<file path="src/rtl/mem_wb_pipe.sv">
// -----------------------------------------------------------------------------
// mem_wb_pipe
//
// MEM/WB pipeline register with a small load-wait controller. Non-load
// instructions and loads whose data is already available pass through in one
// cycle. A load whose data is not yet ready parks in WAIT, holds the rest of
// the pipe through mem_stall, and writes back once mem_ready arrives. A
// saturating wait counter raises a sticky mem_timeout when a load waits too
// long.
//
// Handshake: valid_in qualifies the MEM-stage slot on every rising edge where
// the stage is not stalled. mem_ready qualifies mem_read_data_in in the same
// cycle. mem_stall is combinational and tells upstream stages to hold their
// contents while a load is waiting; it drops in the cycle mem_ready rises.
//
// Ports:
//   clk              in   1   clock, all state updates on the rising edge
//   rst              in   1   asynchronous active-high reset
//   valid_in         in   1   MEM slot holds a real instruction
//   mem_to_reg_in    in   1   instruction is a load
//   reg_write_in     in   1   instruction writes the register file
//   reg_rd_in        in   4   destination register
//   alu_result_in    in  16   ALU result carried through MEM
//   mem_read_data_in in  16   data-memory read data
//   mem_ready        in   1   read data valid this cycle
//   ret_future_in    in   1   pending return flag from MEM
//   stall_in         in   1   hold request from hazard control
//   flush_in         in   1   squash request from branch/return resolution
//   wb_data          out 16   register-file write data
//   wb_rd            out  4   register-file write address
//   wb_we            out  1   register-file write enable (single-cycle pulse)
//   ret_wb           out  1   registered return flag (single-cycle pulse)
//   mem_stall        out  1   combinational stall request to upstream stages
//   mem_timeout      out  1   sticky load-timeout error flag
// -----------------------------------------------------------------------------
module mem_wb_pipe (
    input  logic        clk,
    input  logic        rst,
    input  logic        valid_in,
    input  logic        mem_to_reg_in,
    input  logic        reg_write_in,
    input  logic [3:0]  reg_rd_in,
    input  logic [15:0] alu_result_in,
    input  logic [15:0] mem_read_data_in,
    input  logic        mem_ready,
    input  logic        ret_future_in,
    input  logic        stall_in,
    input  logic        flush_in,
    output logic [15:0] wb_data,
    output logic [3:0]  wb_rd,
    output logic        wb_we,
    output logic        ret_wb,
    output logic        mem_stall,
    output logic        mem_timeout
);

    typedef enum logic [0:0] {
        IDLE = 1'b0,
        WAIT = 1'b1
    } state_t;

    localparam logic [3:0] CNT_MAX = 4'hF;

    // Registered state
    state_t      state;
    logic [3:0]  wait_cnt;
    logic [3:0]  pend_rd;
    logic        pend_we;
    logic        pend_ret;

    // Next-state values
    state_t      state_next;
    logic [3:0]  wait_cnt_next;
    logic [3:0]  pend_rd_next;
    logic        pend_we_next;
    logic        pend_ret_next;
    logic [15:0] wb_data_next;
    logic [3:0]  wb_rd_next;
    logic        wb_we_next;
    logic        ret_wb_next;
    logic        mem_timeout_next;

    // -------------------------------------------------------------------------
    // State register
    // -------------------------------------------------------------------------
    always_ff @(posedge clk or posedge rst) begin
        if (rst) begin
            state       <= IDLE;
            wait_cnt    <= 4'd0;
            pend_rd     <= 4'd0;
            pend_we     <= 1'b0;
            pend_ret    <= 1'b0;
            wb_data     <= 16'h0000;
            wb_rd       <= 4'd0;
            wb_we       <= 1'b0;
            ret_wb      <= 1'b0;
            mem_timeout <= 1'b0;
        end else begin
            state       <= state_next;
            wait_cnt    <= wait_cnt_next;
            pend_rd     <= pend_rd_next;
            pend_we     <= pend_we_next;
            pend_ret    <= pend_ret_next;
            wb_data     <= wb_data_next;
            wb_rd       <= wb_rd_next;
            wb_we       <= wb_we_next;
            ret_wb      <= ret_wb_next;
            mem_timeout <= mem_timeout_next;
        end
    end

    // -------------------------------------------------------------------------
    // Next-state logic
    //
    // wb_we and ret_wb default to 0 every cycle so each instruction produces at
    // most one write/return pulse. That also covers a stalled IDLE cycle: the
    // data and address hold, but a write that already happened is not repeated.
    // -------------------------------------------------------------------------
    always_comb begin
        state_next       = state;
        wait_cnt_next    = wait_cnt;
        pend_rd_next     = pend_rd;
        pend_we_next     = pend_we;
        pend_ret_next    = pend_ret;
        wb_data_next     = wb_data;
        wb_rd_next       = wb_rd;
        wb_we_next       = 1'b0;
        ret_wb_next      = 1'b0;
        mem_timeout_next = mem_timeout;

        if (flush_in) begin
            // Squash: drop any parked load; the timeout flag is an error
            // record and survives the flush.
            state_next    = IDLE;
            wait_cnt_next = 4'd0;
            pend_rd_next  = 4'd0;
            pend_we_next  = 1'b0;
            pend_ret_next = 1'b0;
        end else begin
            case (state)
                IDLE: begin
                    if (stall_in) begin
                        // Hold everything; pulses already defaulted low.
                    end else if (valid_in) begin
                        if (mem_to_reg_in && !mem_ready) begin
                            // Load data not here yet: park the control fields.
                            pend_rd_next  = reg_rd_in;
                            pend_we_next  = reg_write_in;
                            pend_ret_next = ret_future_in;
                            wait_cnt_next = 4'd0;
                            state_next    = WAIT;
                        end else begin
                            wb_data_next = mem_to_reg_in ? mem_read_data_in
                                                         : alu_result_in;
                            wb_rd_next   = reg_rd_in;
                            wb_we_next   = reg_write_in;
                            ret_wb_next  = ret_future_in;
                        end
                    end
                end

                WAIT: begin
                    // stall_in is deliberately ignored here: the pipe is
                    // already held by mem_stall and the load must complete.
                    if (mem_ready) begin
                        wb_data_next  = mem_read_data_in;
                        wb_rd_next    = pend_rd;
                        wb_we_next    = pend_we;
                        ret_wb_next   = pend_ret;
                        wait_cnt_next = 4'd0;
                        state_next    = IDLE;
                    end else begin
                        if (wait_cnt != CNT_MAX) begin
                            wait_cnt_next = wait_cnt + 4'd1;
                        end
                        if (wait_cnt_next == CNT_MAX) begin
                            mem_timeout_next = 1'b1;
                        end
                    end
                end

                default: begin
                    state_next = IDLE;
                end
            endcase
        end
    end

    // Stall upstream only while a parked load is still missing its data.
    // Gated by rst so the request is low for the whole reset pulse.
    assign mem_stall = (state == WAIT) && !mem_ready && !rst;

endmodule

</file>
<file path="config.mk">
export PLATFORM = sky130hd
export DESIGN_NAME = mem_wb_pipe
export DESIGN_NICKNAME = d
export VERILOG_FILES = /design/src/rtl/mem_wb_pipe.sv
export SDC_FILE = /design/constraint.sdc
export NUM_CORES = 1
export LEC_CHECK = 0
export BUFFER_PORTS_ARGS = -buffer_cell sky130_fd_sc_hd__buf_2
export CORE_MARGIN = 2
export CORE_UTILIZATION = 52
export CTS_CLUSTER_DIAMETER = 40
export DETAILED_ROUTE_END_ITERATION = 8
export GPL_TIMING_DRIVEN = 0
export MAX_ROUTING_LAYER = met4
export PLACE_DENSITY = 0.85
export SYNTH_ARGS = -nofsm -noshare
export SYNTH_HDL_FRONTEND = slang
export SYNTH_SLANG_ARGS = --single-unit
</file>
<file path="constraint.sdc">
create_clock -name clk -period 4.25 [get_ports clk]
set_input_delay 0.6375 -clock clk [delete_from_list [all_inputs] [get_ports clk]]
set_output_delay 0.6375 -clock clk [all_outputs]
set_load 0.01 [all_outputs]
</file>
* After elaboration in Yosys (flattened, before gate mapping) *
Cells that the tools add are included.

word-level totals
  output and inout bits = 24
  logic and storage cells = 90
  bits of input ports = 45
  register bits = 34

operators by class
  add/sub/neg operators = 1
  reduce and logical (&&, ||, !) cells = 11
  equality and inequality tests = 11
  multiplexer cells = 54
  bitwise operators = 3

operators with widths
  cell                   number
  $mux W16               5
  $mux W4                18
  $pmux W16 S2           1
  $mux W1                25
  $pmux W4 S2            2
  $ne A2 B2 Y1 const B   5
  $ne A3 B3 Y1 const B   3
  $reduce_and A4 Y1      2
  $pmux W1 S2            3
  $reduce_and A5 Y1      1
  $add A4 B1 Y4 const B  1
  $eq A4 B4 Y1 const B   1
  $ne A4 B4 Y1 const B   1
  $reduce_bool A2 Y1     2
  $logic_and A1 B1 Y1    3
  $not A1 Y1             3
  $reduce_and A3 Y1      1
  $logic_not A1 Y1       2
  $ne A2 B1 Y1 const B   1

* Logic depth before layout (Yosys ltp) *
  depth after elaboration = 8
  gate-level depth with buffers = 4
  mapped depth without buffers = 4

* Worst setup path before layout *
OpenSTA, ideal clock, no wires.

  path type = input -> register
  start = in mem_to_reg_in
  end = reg wb_data[10]
  setup time = 0.125 ns
  buffers on the path = 1
  arrival time = 1.546 ns
  setup slack = 2.579 ns
  stages on the path = 4
  data required time = 4.125 ns
  cells stage by stage = nor2_4 buf_6 mux2_2 mux2_4

on the way
  word-level cells in the longest chain between the ends = 5
  elaborated cells between the ends (all ways) = 8
  classes of those cells = eq/ne: 1; mux: 5; reduce/logical: 2

RTL lines
  item                  RTL line  source
  from (decl)           40        input logic mem_to_reg_in,
  $mux W16              153       wb_data_next = mem_to_reg_in ? mem_read_data_in
  $mux W16              145       if (mem_to_reg_in && !mem_ready) begin
  $mux W16              144       end else if (valid_in) begin
  $mux W16              142       if (stall_in) begin
  $pmux W16 S2          140       case (state)
  to (signal assigned)  104       wb_data <= wb_data_next;
  to (decl)             49        output logic [15:0] wb_data,

Parallel ways exist; a longest one is shown, timed or not. The select of a mux whose other input is x is not followed.
A chain may end at the register's enable or synchronous reset.

* Final worst setup path *
  start = reg state
  end = out mem_stall

on the way
  word-level cells in the longest chain between the ends = 2

RTL lines
  item                              RTL line  source
  from (decl)                       65        state_t state;
  from (signal assigned)            99        state <= state_next;
  $logic_and A1 B1 Y1 (2 in a row)  191       assign mem_stall = (state == WAIT) && !mem_ready && !rst;
  to (decl)                         53        output logic mem_stall,

No other way between the ends.

==> flow_summary.ini <==
[route]
drtPass1Iterations = 4
drt_iter0_markers = 26
vias_per_cell = 5.29
vias = 1317
antenna_left = 0
drcViolationCount = 0
wire_per_inst_um = 15.0
wirelength_um = 3730

[worst_setup_path]
crit_slowest_cell = dfrtp_1
timing.rr.start = state
crit_fanout = 10
crit_type = register to output pin
reg2reg_slack_ns = 2.59
rr_worst_depth = 4
startpoint_type = register
crit_chain = buf_6 -> inv_1 -> nor3_1 -> buf_2
arrival_ns = 1.44
worstSetupEndpointType = output pin
startpoint = state
critical_path_required_ns = 3.61
r2r_end = wb_data[13]
slowest_delay_ns = 0.46
endpoint = mem_stall

[yosys]
synth.distinct_cells = 30
synthFlopType = dfrtp_1
synth-compound-area-share_pct = 8.49
synth-edff-count = 0
synthAdderAreaFrac_pct = 0.707
synth-xor-area-share_pct = 0.495
ys_seq_elements = 34
muxShareOfSynthArea_pct = 31.0
yosys_warnings = 0
synth_top_family_by_area = multiplexers
synth_fp_nets = 172
synth_sequential_area_ratio_pct = 48.1
avgSynthCellArea_um2 = 14.0
synthArstFlopShare_pct = 100
synthSimpleGateAreaFrac_pct = 7.36
postSynthCellCount = 126
netlist_area_um2 = 1770

[sta]
finalSetupTns_ns = 0
slew_viol_final = 0
tightestPinTransition_ns = 0.460
fmax_mhz = 482
finalCritPeriodShare_pct = 48.8
finalCriticalPeriod_ns = 2.07
timing.final.ws_setup_ns = 2.18
hold_violations = 0
finalSetupViolations = 0
rsz0062_at_grt = no
clock-skew-final_ns = 0.00769
maxSlewHeadroom_pct = 69.1

[power]
pwr-share-comb_pct = 27.9
power.share.switching_pct = 27.4
switchingPower_uw = 222
p_per_area_nw_per_um2 = 361
p_clk_share_pct = 22.6
seqPwrFrac_pct = 49.6
peakVddDrop_mv = 0.187
p_int_uw = 589
leakagePower_uw = 0.00113

[floorplanning]
rows = 21
die_height_um = 62.3
die_width_um = 62.3
io_pins = 69
start_util_pct = 53.4
core_area_um2 = 3310
die-area_um2 = 3890

[global_route]
antenna_found_initial = 0
grt_pass1_vias = 1353
grt-ovfl-total = 0
grt.total_usage_pct = 20.5
grt_max_degree = 35
grt_pass1_wl_um = 6020

[layout]
drive_above_1_share_pct = 62.1
seqCellArea_um2 = 851
synthToLayoutAreaGrowth_pct = 27.0
nets = 248
multi_input_area_um2 = 851
n_fill_cell = 256
n_antenna_cell = 0

[clock_tree]
postCtsResizedCells = 0
clk_pin_slew_ns = 0.10
cts.sinks = 34
cts_buffer_depth = 2
cts_buffers = 5
clk_latency_ns = 0.33
cts_tree = built
cts_root_buf = clkbuf_4
cts_hold_buf = 0
htreeDepth = 2
cts_setup_buffers = 0

[run_status]
status = finished clean

[job]
drv_cap = 0

[place]
dp_slack_ns = 2.33
gp_congestion = 0.766
io_buffers = 68
post-dp-hpwl_um = 2790

[worst_hold_path]
hp-class = input port to asynchronous set/reset pin
[final cells by class]
| class | count | area share, % |
|---|---|---|
| Multi-Input combinational cell | 82 | 37.9 |
| Timing Repair Buffer | 69 | 16.0 |
| Sequential cell | 34 | 37.9 |
| Buffer | 5 | 2.17 |
| Tap cell | 46 | 2.56 |
| Clock buffer | 7 | 2.45 |
| Inverter | 5 | 0.835 |
| Clock inverter | 1 | 0.223 |
[state kept, by name (all words and copies together), names as in the netlist]
name         count
state            1
wb_rd            4
pend_ret         1
pend_we          1
pend_rd          4
wait_cnt         4
mem_timeout      1
wb_we            1
ret_wb           1
wb_data         16
[per-stage QoR]
step           area [µm²]  total power, µW  hold WS, ns  std cells  util (%)
6_report             2250              811        0.217        249      67.9
5_1_grt              2250              857        0.209        249      67.9
4_1_cts              2230              818        0.508        248      67.3
3_3_place_gp         2170              623        0.449        240      65.5
2_1_floorplan        1770              542        0.467        126         -
3_5_place_dp         2170              631        0.478        240      65.5
[synth_stat cells (all sizes together), types with 2 or more instances]
cell	number	area, µm²
a22o	6	52.6
nor3b	2	26.3
nor2b	3	18.8
a21oi	3	15.0
mux2	41	529
inv	5	18.8
nand3	5	25.0
mux2i	2	20.0
o21ai	4	20.0
buf	4	45.0
nor3	2	15.0
dfrtp	34	851
[worst min path at each step]
stage	start	endpoint	slack (ns)	cells after the start
after CTS	mem_timeout	mem_timeout	0.51	1
final	rst	wait_cnt[1]	0.22	2
after floorplan	pend_rd[0]	pend_rd[0]	0.47	1
after global routing	rst	wait_cnt[1]	0.21	2
after detailed placement	mem_timeout	mem_timeout	0.48	1
after global placement	mem_timeout	mem_timeout	0.45	1
[critical path, delay by kind of cell (launching register included)]
| family | cells | cell delay (ns) |
|---|---|---|
| DFF | 1 | 0.46 |
| buffers and inverters | 3 | 0.44 |
| and+or+nand+nor | 1 | 0.20 |
[placed cells by master, fill, tap and decap left out, drive strengths merged]
master / synthesis / routed
o221a: 1 / 1
nor2b: 3 / 3
nand2b: 1 / 1
mux2: 41 / 41
nor2: 1 / 1
ha: 1 / 1
xnor2: 1 / 1
inv: 5 / 4
o21a: 1 / 1
and3: 1 / 1
nand2: 1 / 1
a22o: 6 / 6
or2: 1 / 1
nand4bb: 1 / 1
a41oi: 1 / 1
dfrtp: 34 / 34
nor3: 2 / 2
buf: 4 / 73
clkbuf: 1 / 8
a21o: 1 / 1
a41o: 1 / 1
a21oi: 3 / 3
o21ai: 4 / 4
clkinv: 0 / 2
mux2i: 2 / 2
nand3: 5 / 5
a32oi: 1 / 1
nor3b: 2 / 2
[routing by layer]
layer,wire length [µm],global-route usage [%]
met5,0,-
met4,55,8.89
met3,273,6.88
met2,1870,33.0
met1,1530,23.6
[power by group through the flow]
| stage | clock (µW) | combinational [µW] | sequential (µW) |
|---|---|---|---|
| 2_1_floorplan | 0 | 110 | 431 |
| 3_3_place_gp | 0 | 219 | 404 |
| 3_5_place_dp | 0 | 224 | 408 |
| 4_1_cts | 190 | 226 | 402 |
| 5_1_grt | 207 | 243 | 408 |
| 6_report | 183 | 226 | 402 |
[cells by family after synthesis]
logic type | after synthesis
XOR/XNOR | 1
multiplexers | 43
buffers and inverters | 10
AO/OA/AOI/OAI | 19
AND/OR/NAND/NOR | 18
adder cells (fa/ha/maj) | 1
flip-flops | 34
Note: power is estimated with default switching activity, not from simulation.
